### config.mk
export PLATFORM = sky130hd
export DESIGN_NAME = oled_msg_sequencer
export DESIGN_NICKNAME = d
export VERILOG_FILES = /design/src/rtl/oled_msg_sequencer.sv
export SDC_FILE = /design/constraint.sdc
export NUM_CORES = 1
export LEC_CHECK = 0
export BUFFER_PORTS_ARGS = -buffer_cell sky130_fd_sc_hd__buf_2
export CAP_MARGIN = 15
export CORE_AREA = 8 8 71 73
export DETAILED_ROUTE_END_ITERATION = 7
export DIE_AREA = 0 0 79 81
export MAX_ROUTING_LAYER = met4
export PLACE_DENSITY = 0.71
export SYNTH_ARGS = -nofsm -noshare
export SYNTH_HDL_FRONTEND = slang
export SYNTH_SLANG_ARGS = --single-unit
export TNS_END_PERCENT = 1
### constraint.sdc
create_clock -name clk -period 1.65 [get_ports clk]
set_input_delay 0.33 -clock clk [delete_from_list [all_inputs] [get_ports clk]]
set_output_delay 0.33 -clock clk [all_outputs]
set_load 0.05 [all_outputs]
### src/rtl/oled_msg_sequencer.sv
// Feeds a fixed five-byte ASCII message into the OLED controller's byte port,
// one strobe at a time, with gap spacing, back-pressure and a stall timeout.
module oled_msg_sequencer #(
  parameter int GAP_CYCLES  = 4,
  parameter int STALL_LIMIT = 255,
  parameter int CNT_W       = 8
) (
  input  logic       clk,
  input  logic       rst_n,
  input  logic       start,
  input  logic       abort,
  input  logic       msg_sel,
  input  logic       buffer_full,
  output logic [7:0] data_out,
  output logic       write_enable,
  output logic       busy,
  output logic       done,
  output logic       err,
  output logic [2:0] byte_idx
);

  typedef enum logic [2:0] {
    S_IDLE,
    S_WAIT_RDY,
    S_WRITE,
    S_GAP,
    S_DONE,
    S_ERR
  } state_t;

  state_t           state_q, state_d;
  logic             sel_q, sel_d;
  logic [2:0]       idx_q, idx_d;
  logic [CNT_W-1:0] stall_q, stall_d;
  logic [CNT_W-1:0] gap_q, gap_d;

  logic [7:0] data_q, data_d;
  logic       we_q, we_d;
  logic       busy_q, busy_d;
  logic       done_q, done_d;
  logic       err_q, err_d;

  function automatic logic [7:0] rom_byte(input logic sel, input logic [2:0] idx);
    logic [7:0] b;
    b = 8'h00;
    case ({sel, idx})
      4'b0_000: b = 8'h68;
      4'b0_001: b = 8'h65;
      4'b0_010: b = 8'h6C;
      4'b0_011: b = 8'h6C;
      4'b0_100: b = 8'h6F;
      4'b1_000: b = 8'h77;
      4'b1_001: b = 8'h6F;
      4'b1_010: b = 8'h72;
      4'b1_011: b = 8'h6C;
      4'b1_100: b = 8'h64;
      default:  b = 8'h00;
    endcase
    return b;
  endfunction

  always_ff @(posedge clk or negedge rst_n) begin
    if (!rst_n) begin
      state_q <= S_IDLE;
      sel_q   <= 1'b0;
      idx_q   <= 3'd0;
      stall_q <= '0;
      gap_q   <= '0;
      data_q  <= 8'h00;
      we_q    <= 1'b0;
      busy_q  <= 1'b0;
      done_q  <= 1'b0;
      err_q   <= 1'b0;
    end else begin
      state_q <= state_d;
      sel_q   <= sel_d;
      idx_q   <= idx_d;
      stall_q <= stall_d;
      gap_q   <= gap_d;
      data_q  <= data_d;
      we_q    <= we_d;
      busy_q  <= busy_d;
      done_q  <= done_d;
      err_q   <= err_d;
    end
  end

  always_comb begin
    state_d = state_q;
    sel_d   = sel_q;
    idx_d   = idx_q;
    stall_d = stall_q;
    gap_d   = gap_q;
    case (state_q)
      S_IDLE, S_ERR: begin
        if (start && !abort) begin
          state_d = S_WAIT_RDY;
          sel_d   = msg_sel;
          idx_d   = 3'd0;
          stall_d = '0;
        end
      end
      S_WAIT_RDY: begin
        if (abort) begin
          state_d = S_IDLE;
          idx_d   = 3'd0;
        end else if (!buffer_full) begin
          state_d = S_WRITE;
        end else begin
          // Saturating, so a long stall can never wrap back below the limit.
          if (stall_q != {CNT_W{1'b1}}) stall_d = stall_q + 1'b1;
          if (int'(stall_q) + 1 >= STALL_LIMIT) state_d = S_ERR;
        end
      end
      S_WRITE: begin
        stall_d = '0;
        gap_d   = CNT_W'(GAP_CYCLES);
        if (abort) begin
          state_d = S_IDLE;
          idx_d   = 3'd0;
        end else if (idx_q == 3'd4) begin
          state_d = S_DONE;
        end else begin
          idx_d   = idx_q + 3'd1;
          state_d = (GAP_CYCLES > 0) ? S_GAP : S_WAIT_RDY;
        end
      end
      S_GAP: begin
        if (abort) begin
          state_d = S_IDLE;
          idx_d   = 3'd0;
        end else begin
          gap_d = gap_q - 1'b1;
          if (gap_q <= CNT_W'(1)) state_d = S_WAIT_RDY;
        end
      end
      S_DONE: begin
        state_d = S_IDLE;
        idx_d   = 3'd0;
      end
      default: begin
        state_d = S_IDLE;
        idx_d   = 3'd0;
      end
    endcase
  end

  // Outputs are decoded from the current state and registered, so they trail it by one cycle.
  always_comb begin
    data_d = data_q;
    if (state_q == S_WRITE) data_d = rom_byte(sel_q, idx_q);
    we_d   = (state_q == S_WRITE);
    busy_d = (state_q != S_IDLE) && (state_q != S_ERR);
    done_d = (state_q == S_DONE) && !abort;
    err_d  = (state_q == S_ERR);
  end

  assign data_out     = data_q;
  assign write_enable = we_q;
  assign busy         = busy_q;
  assign done         = done_q;
  assign err          = err_q;
  assign byte_idx     = idx_q;

endmodule
==> results.json <==
{
  "clock.fmax_ghz": 0.626,
  "antenna_found_initial": 0,
  "final_cell_mix": "29 x dfrtp_1, 19 x buf_2, 15 x nor2_1, 15 x buf_4",
  "dr_total_vias": 1484,
  "start_util_pct": 48.5,
  "die_x_um": 79,
  "post_dp_cell_area_um2": 2150,
  "drt_iter0_markers": 80,
  "coreArea_um2": 3910,
  "drive_gt1_share_pct": 28.1,
  "skew_ps": 10.5,
  "p_per_area_nw_per_um2": 1660,
  "grt_max_degree": 18,
  "hold_start": "msg_sel",
  "hold_class": "in -> reg",
  "rrSetupSlack_ps": 50,
  "crit_type": "reg -> reg",
  "boundaryPins": 21,
  "cts_buffers": 5,
  "p_leak_nw": 1.02,
  "wl_per_cell_um": 14.3,
  "portBuffers": 19,
  "fp.dieH_um": 81,
  "critPathTopFamily": "simple AND/OR/NAND/NOR gates",
  "status": "finished clean",
  "final-setup-viol-count": 0,
  "root_buffer": "clkbuf_8",
  "grt-ovfl-total": 0,
  "drt-vias-per-instance": 5.28,
  "arrival_ps": 1820,
  "globalplace.congestion": 0.799,
  "placementRows": 23,
  "fin_cells": 281,
  "worst_hold_path.num_cells": 2,
  "ys_seq_elements": 33,
  "fillers": 364,
  "maxCapViolations": 0,
  "fin_crit_ps": 1600,
  "whs_endpoint": "sel_q",
  "syn_to_final_growth_pct": 18.8,
  "r2r-end": "stall_q[2]",
  "cts_tree": "yes",
  "synth_ff_type": "dfrtp_1",
  "stdcell_area_um2": 2260,
  "firstDrtPassIters": 4,
  "dp_cells": 272,
  "seq_area_frac_synth_pct": 43.5,
  "setup.worst_path.end_class": "flip-flop",
  "antenna_left": 0,
  "crit_chain": "or4b_1, or4_1, o211ai_1",
  "worstPathRequired_ps": 1870,
  "setup-tns-final_ps": 0,
  "critPathLaunchType": "flip-flop",
  "ff2ff_path_depth": 3,
  "critical_path.slowest_cell": "or4b_1",
  "wirelength_mm": 4.02,
  "cts_sinks": 33,
  "finalHoldViolations": 0,
  "synth_area_per_cell_um2": 9.64,
  "path_clk_slew_ps": 70,
  "setup_ws_ps": 52.6,
  "grt_pass1_vias": 1472,
  "cts_max_path_buffers": 2,
  "cp_max_fo": 5,
  "syn_area_um2": 1900,
  "htree_levels": 2,
  "num_antenna_cells": 0,
  "grt_usage_pct": 14.2,
  "ys_warn_count": 0,
  "synth_edf_count": 0,
  "hpwl_mm": 3.06,
  "drcViolationCount": 0,
  "ir_worst_vdd_mv": 0.769,
  "insertion_delay_ps": 300,
  "p_total_mw": 3.75,
  "postSynthCellCount": 197,
  "rsz0062_at_grt": "yes",
  "crit_buf_inv": 0,
  "dieArea_um2": 6400,
  "ys_types": 47,
  "preCtsSetupSlack_ps": 10.8,
  "timing.rr.start": "state_q[2]",
  "fin_crit_sh_pct": 96.8,
  "final_max_slew_viol_count": 0,
  "grt_pass1_wl_mm": 6.89,
  "nNetsFinal": 246,
  "async_flop_share_pct": 100,
  "mostFrequentLayoutCell": "dfrtp_1",
  "syn_nets": 213,
  "slowest_delay_ps": 570
}
registers in the layout, indices dropped and copies added, names as in the netlist, 3 cells and up:
| signal | count |
|---|---|
| gap_q | 8 |
| stall_q | 8 |
| byte_idx | 3 |
| data_out | 6 |
| state_q | 3 |
Yosys cell counts, drive strengths merged, types with 7 or more instances:
master / count / area share [%]
a21oi: 7 / 2.4
inv: 16 / 3.2
o21ai: 8 / 2.1
dfrtp: 33 / 43
buf: 9 / 2.6
nor2: 15 / 3.0
o22ai: 9 / 3.0
xor2: 8 / 4.1
nand2: 14 / 2.8
ha: 10 / 6.6
routing by layer:
layer | part of all wire, % | up-vias | global-route usage (%)
met3 | 6.2 | 7 | 5.08
met2 | 47 | 31 | 22.2
li1 | - | 752 | -
met1 | 45 | 694 | 16.2
met4 | 1.6 | 0 | 6.11
met5 | 0 | - | -
worst register-to-register path: cells and delay by family, from the launching register on:
kind | cells | cell delay, ps
flip-flops | 1 | 450
AND/OR/NAND/NOR | 2 | 980
AO/OA/AOI/OAI | 1 | 90
report_power, final:
| group | switching, mW | internal, mW |
|---|---|---|
| Clock | 0.308 | 0.292 |
| Combinational | 1.17 | 0.721 |
| Sequential | 0.219 | 1.04 |
final cells by class:
class,count,area [µm²],share of cell area [%]
tap,50,62.6,2.77
inverter,16,60.1,2.66
sequential,33,831,36.8
clock buffer,6,72.6,3.22
clock inverter,2,10.0,0.443
timing repair buffer,36,229,10.1
multi-input combinational,138,992,44.0
metrics by stage:
stage	utilization, %	hold WS, ps
floorplan	-	34.4
global placement	54.8	270
detailed placement	54.8	275
CTS	57.4	262
global route	57.7	266
finish	57.7	269
kinds of logic (layout without fill, tap and decap cells):
logic type,count (synthesis),in the layout,share of synthesized area [%]
AOI/OAI and AO/OA,42,42,15.2
muxes,4,4,2.44
DFF,33,33,43.5
buffers and inverters,26,60,5.99
adders and majority gates,10,10,6.59
xor gates and xnor gates,11,11,5.47
and+or+nand+nor,70,70,20.7
other,1,1,0.197
how the worst max path moves through the flow:
stage                      from     endpoint  slack (ps)  cells after the start
detailed placement   state_q[0]   state_q[2]          10                      4
floorplan           byte_idx[1]  byte_idx[0]         -30                      6
global route         state_q[2]   stall_q[1]         -20                      5
CTS                  state_q[2]   stall_q[1]           7                      5
finish               state_q[2]   stall_q[2]          50                      3
global placement     state_q[2]   state_q[2]          60                      4
repair_timing:
item | CTS | global route
pin swaps | 0 | 5
endpoints found under the hold margin | 15 | 0
buffers inserted | 0 | 0
resized for setup | 2 | 4
endpoints found under the setup margin | 1 | 14
hold buffers | 1 | 0
No activity file was read; power rests on OpenSTA's default activity.
